<file path="src/rtl/one_hot_counter.sv">
// Phase sequencer: binary count plus registered one-hot decode, driven by an IDLE/RUN/DONE FSM.
// Define ONE_HOT_COUNTER_AUTORESTART_EN to free-run as a ring instead of stopping after one sweep.
module one_hot_counter #(
  parameter int COUNT_W   = 4,
  parameter int ONE_HOT_W = 8
) (
  input  logic                 clk,
  input  logic                 nreset,
  input  logic                 go,
  output logic [COUNT_W-1:0]   count,
  output logic [ONE_HOT_W-1:0] one_hot1
);

  typedef enum logic [1:0] {
    IDLE = 2'b00,
    RUN  = 2'b01,
    DONE = 2'b10
  } state_t;

  localparam logic [COUNT_W-1:0] LAST = COUNT_W'(ONE_HOT_W - 1);

  state_t state;

  function automatic logic [ONE_HOT_W-1:0] decode(input logic [COUNT_W-1:0] c);
    decode = ONE_HOT_W'(1) << c;
  endfunction

  // count and one_hot1 are always written together so the decode never lags the count
  always_ff @(posedge clk) begin
    if (!nreset) begin
      state    <= IDLE;
      count    <= '0;
      one_hot1 <= decode('0);
    end else begin
      case (state)
        IDLE: begin
          count    <= '0;
          one_hot1 <= decode('0);
          if (go) state <= RUN;
        end
        RUN: begin
          if (go) begin
            if (count == LAST) begin
              count    <= '0;
              one_hot1 <= decode('0);
`ifdef ONE_HOT_COUNTER_AUTORESTART_EN
              state    <= RUN;
`else
              state    <= DONE;
`endif
            end else begin
              count    <= count + COUNT_W'(1);
              one_hot1 <= decode(count + COUNT_W'(1));
            end
          end
        end
        DONE: begin
          count    <= '0;
          one_hot1 <= decode('0);
          if (!go) state <= IDLE;
        end
        default: begin
          state    <= IDLE;
          count    <= '0;
          one_hot1 <= decode('0);
        end
      endcase
    end
  end

endmodule

</file>
<file path="config.mk">
export PLATFORM = sky130hd
export DESIGN_NAME = one_hot_counter
export DESIGN_NICKNAME = d
export VERILOG_FILES = /design/src/rtl/one_hot_counter.sv
export SDC_FILE = /design/constraint.sdc
export NUM_CORES = 1
export LEC_CHECK = 0
export CAP_MARGIN = 20
export CORE_ASPECT_RATIO = 0.7
export CORE_MARGIN = 3
export CORE_UTILIZATION = 30
export DETAILED_ROUTE_END_ITERATION = 6
export GPL_TIMING_DRIVEN = 0
export PLACE_DENSITY_LB_ADDON = 0.2
export REMOVE_ABC_BUFFERS = 1
export SYNTH_ARGS = -nofsm -noshare
export SYNTH_HDL_FRONTEND = slang
export SYNTH_SLANG_ARGS = --single-unit
</file>
<file path="constraint.sdc">
create_clock -name clk -period 2.47 [get_ports clk]
set_clock_uncertainty 0.1 [all_clocks]
set_input_delay 0.3705 -clock clk [delete_from_list [all_inputs] [get_ports clk]]
set_output_delay 0.3705 -clock clk [all_outputs]
set_load 0.02 [all_outputs]
</file>
==> metrics.txt, run 1 <==
Initial Util=34.0%; Worst Setup End Kind=primary output; Ant. Diodes=0; Worst Path Arrival=1480 ps; reg-to-reg setup timing slack=780 ps; initial antenna violation count=0; Required @ worst endpoint=2000 ps; Buf+Inv Stages, Crit Path=1; root buf cell=clkbuf_8; critical path depth=1; Post-CTS Setup Inserts=0; Top FF cell, synth=dfxtp_1; WL per Instance=11.8 µm; Cell Area, Placed=931 µm²; sink of the worst hold path=one_hot1[2]; asr flop ratio synth=0%; Die Area=3300 µm²; HPWL Detailed=1.07 mm; Vias=626; final WL=1.59 mm; Min Hold Slack=371 ps; Slew @ Worst Pin=748 ps; Area Growth Syn to Fin=22.7%; setup TNS=0 ps; worst hold start=one_hot1[2]; critical-path cell list=clkdlybuf4s50_1; mean area per synthesized cell=8.61 µm²; cell count after synthesis=92; fin crit period=1950 ps; Worst Path Max Fanout=12; total CTS buffers=3; maximum vdd drop=190 µV; GR Overflow Total=0; largest net degree at the start of global routing=22; Setup crit start kind=flop; num ports=15; Clock Latency Late Sink=250 ps; Yosys reg bits=14; Clock transition at path regs=60 ps; Chip Height=49.0 µm; Detailed Routing Iterations Pass 1=2; worst flop-to-flop path endpoint=one_hot1[0]; # rows=14; Critical path origin=count[2]; EDFF count, synth=0; relative slew slack=50.0%; Worst R2R Start=count[0]; Core Box Area=2330 µm²; Fin. Hold Viols=0; H-tree levels=1; wire length of the first global-routing pass=2.77 mm; class of the worst hold path=reg2reg; slowest cell on the critical path=clkdlybuf4s50_1; Worst Hold Depth=2; Antenna Nets Post-Route=0; GPL Wtd Cong=0.727; RSZ-0062 raised after global routing=false; fin crit share=78.9%; synth unique cells=26; I/O Buffers=14; leak pwr=0.000381 µW; DRT iter0 DRCs=16; total track usage=11.4%; commonest cells after routing, fill and taps aside=dfxtp_1, clkdlybuf4s50_1, nor2_1, nand2_1, a21oi_1; pwr/cell area=468 nW/µm²; FMAX=0.513 GHz; vias in the first global route=563; DR vias/cell=4.64; Residual DRC=0; clock sinks=14; Seq/Total Area, Yosys=35.4%; worst reg-to-reg path cell count=5; Gates resized, CTS repair=0; Final nets=113; die width=67.4 µm; clk buf depth=2; # hold bufs at CTS=0; status=completed; Finished Cell Area=972 µm²; Final Max Tran Viols=0; Synth Warn #=0; max incr delay on CP=680 ps; Final Setup Violations=0; cell area after synthesis=792 µm²; Crit Path Category=reg2out; layout cells sized above 1=6.80%; Max Cap Viol=0; CTS tree=yes; delay-heaviest family, CP=buffers and inverters
-- worst max path at each step --
stage	to	slack, ps
finish	count[2]	520
global route	count[2]	460
CTS	count[2]	510
detailed placement	one_hot1[7]	420
global placement	one_hot1[7]	450
floorplan	one_hot1[0]	810
-- where the power goes --
part	internal (µW)	switching [µW]	leakage [µW]
logic	14.2	18.6	0.000246
registers	229	4.32	0.000113
clock network	108	80.6	0.0000216
total	352	103	0.000381
-- routing by layer --
metal / GRT usage [%] / vias up / share of wire, %
li1: - / 337 / -
met5: 0 / - / 0
met4: 5.05 / 0 / 1.8
met3: 4.84 / 4 / 4.6
met2: 13.2 / 13 / 36
met1: 17.3 / 272 / 58
-- final cells by class --
type	count	area [µm²]
tap	32	40.0
clock buffer	3	41.3
sequential	14	280
multi-input combinational	70	463
timing repair buffer	14	140
fill	253	1360
inverter	2	7.51
-- state kept, by name, indices dropped and copies added (netlist names) --
register	flops
one_hot1	8
count	4
state	2
-- Yosys cell counts, types with 2 or more instances --
cell type,count,share of area (%)
a21oi_1,8,5.1
buf_2,3,1.9
buf_4,2,1.9
dfxtp_1,14,35
ha_1,5,7.9
inv_1,2,0.95
mux2i_1,4,5.1
nand2_1,10,4.7
nand2b_1,5,3.9
nand3_1,2,1.3
nand3b_1,4,3.8
nand4_1,3,2.4
nor2_1,11,5.2
nor3b_1,4,3.8
nor3b_2,2,3.2
o21ai_1,3,1.9
-- cell families (layout without fill, tap and decap cells) --
group	after synthesis	in the layout	synth area share, %
simple gates	47	47	35.2
flops	14	14	35.4
compound gates	13	13	9.16
fa+ha+maj	5	5	7.90
buf+inv	8	19	6.16
mux	4	4	5.06
xor+xnor	1	1	1.11
-- worst register-to-register path, stage by stage (launching register included) --
cell and delay, ps:
dfxtp_1 480, ha_1 410, nor3b_1 90, a21oi_1 130, o21ai_1 80, a211o_1 290
-- stage by stage --
stage	power (µW)	cells	util [%]	setup WS [ps]
floorplan	255	86	-	814
global placement	271	132	40.0	445
detailed placement	272	132	40.0	416
CTS	466	135	41.7	511
global route	478	135	41.7	465
finish	455	135	41.7	521
(Power assumes the default switching activity.)
==> inputs of run 2 (changes only) <==
==> constraint.sdc (replaced) <==
create_clock -name clk -period 1.76 [get_ports clk]
set_clock_uncertainty 0.1 [all_clocks]
set_input_delay 0.264 -clock clk [delete_from_list [all_inputs] [get_ports clk]]
set_output_delay 0.264 -clock clk [all_outputs]
set_load 0.02 [all_outputs]
==> run 2 against run 1 <==
Compared with the run above: combinational power up 38%; via count is 0.48% higher; critical path depth unchanged; cell area rose by 0.90%; routed wire length is 0.25% higher; sequential power grew 40%; largest cell class unchanged.
==> metrics.txt, run 2 (synthesis gave the netlist of run 1 again) <==
Setup WS post-layout=63.1 ps; Clock Latency Late Sink=240 ps; Detailed Routing Iterations Pass 1=2; setup slack at placement=-187 ps; num ports=15; root buf cell=clkbuf_8; vias in the first global route=563; GRT met1 Usage=17.3%; Clock Power Share=41.3%; Die Area=3300 µm²; fin crit share=96.4%; status=completed; Seq pwr share=51.6%; Chip Height=49.0 µm; internal power=492 µW; DR vias/cell=4.66; total CTS buffers=3; met3 Usage GRT=4.84%; # rows=14; layout cells sized above 1=9.71%; slowest cell on the critical path=clkdlybuf4s50_1; GPL Wtd Cong=0.727; gr busiest metal=met1; RSZ-0062 raised after global routing=false; Slew @ Worst Pin=732 ps; switching share of power=22.6%; CTS tree=yes; clock sinks=14; net switching power=143 µW; final WL=1.60 mm; largest net degree at the start of global routing=22; max reg flops=8; Initial Util=34.0%; Fin. Hold Viols=0; Residual DRC=0; power share of the combinational group=7.1%; Antenna Nets Post-Route=0; Top reg by flops=one_hot1; Ant. Diodes=0; most common cell after layout, fill and taps aside=dfxtp_1; Final Setup Violations=0; Setup crit start kind=flop; wire length of the first global-routing pass=2.77 mm; fin util=42.1%; Post-CTS Setup Inserts=0; pwr/cell area=648 nW/µm²; met2 Use GR=13.2%; delay-heaviest family, CP=buffers and inverters; Worst Setup End Kind=primary output; total track usage=11.4%; Clock transition at path regs=60 ps; fin crit period=1700 ps; Vias=629; relative slew slack=51.1%; GR Overflow Total=0; # hold bufs at CTS=0; maximum vdd drop=264 µV; I/O Buffers=14; commonest cells after routing, fill and taps aside=dfxtp_1, nor2_1, clkdlybuf4s50_1, nand2_1, a21oi_1; Worst Path Max Fanout=12; initial antenna violation count=0; critical-path cell list=clkdlybuf4s50_1; H-tree levels=1; DRT iter0 DRCs=21; Core Box Area=2330 µm²; Buf+Inv Stages, Crit Path=1; leak pwr=0.000411 µW; class of the worst hold path=reg2reg; Largest regs=one_hot1 (8), count (4), state (2); max incr delay on CP=650 ps; clk buf depth=2; Required @ worst endpoint=1400 ps; FMAX=0.589 GHz; Final Max Tran Viols=0; Crit Path Category=reg2out; Final nets=113; Worst Path Arrival=1330 ps; Max Cap Viol=0; HPWL Detailed=1.07 mm; power consumption=636 µW; WL per Instance=11.8 µm; die width=67.4 µm; Area Growth Syn to Fin=23.9%
==> run 2: cell count changes in the layout (fill, tap and decap cells not counted) <==
cell / change
dfxtp_2: +2
ha_2: +1
dlygate4sd2_1: +1
dlymetal6s2s_1: +2
ha_1: -1
clkdlybuf4s50_1: -3
dfxtp_1: -2
==> run 2: what timing repair did <==
item,CTS,global route
endpoints found under the setup margin,3,8
cloned,0,0
endpoints found under the hold margin,0,0
pin swaps,0,0
resized for setup,3,3
==> run 2: metrics by stage <==
stage	TNS, ps	cells	area (µm²)	hold slack, ps
4_1_cts	0	135	973	381
6_report	0	135	981	372
3_5_place_dp	-1000	132	931	370
3_3_place_gp	-856	132	931	361
2_1_floorplan	0	86	751	282
5_1_grt	0	135	981	412
==> run 2: power by group through the flow <==
| stage | sequential, µW | combinational [µW] | clock (µW) |
|---|---|---|---|
| floorplan | 338 | 19.8 | 0 |
| global placement | 335 | 46.2 | 0 |
| detailed placement | 335 | 46.5 | 0 |
| CTS | 328 | 46.3 | 280 |
| global route | 329 | 50.1 | 291 |
| finish | 328 | 45.1 | 263 |
==> run 2: final timing paths <==
| check | startpoint | endpoint | slack [ps] | cells past startpoint |
|---|---|---|---|---|
| worst max-delay path | count[2] | count[2] | 60 | 1 |
| worst min-delay path | one_hot1[2] | one_hot1[2] | 370 | 2 |
| worst min register to register | one_hot1[2] | one_hot1[2] | 370 | 2 |
| worst max register to register | count[0] | one_hot1[0] | 180 | 5 |
==> run 2: layer usage <==
metal	part of all wire, %	vias up
met4	1.8	0
li1	-	337
met2	36	13
met3	4.6	4
met5	0	-
met1	58	275
==> run 2: area by class of cell <==
type / instances / area (µm²)
Clock buffer: 3 / 41.3
Fill cell: 251 / 1350
Inverter: 2 / 7.51
Multi-Input combinational cell: 70 / 465
Sequential cell: 14 / 283
Tap cell: 32 / 40.0
Timing Repair Buffer: 14 / 144
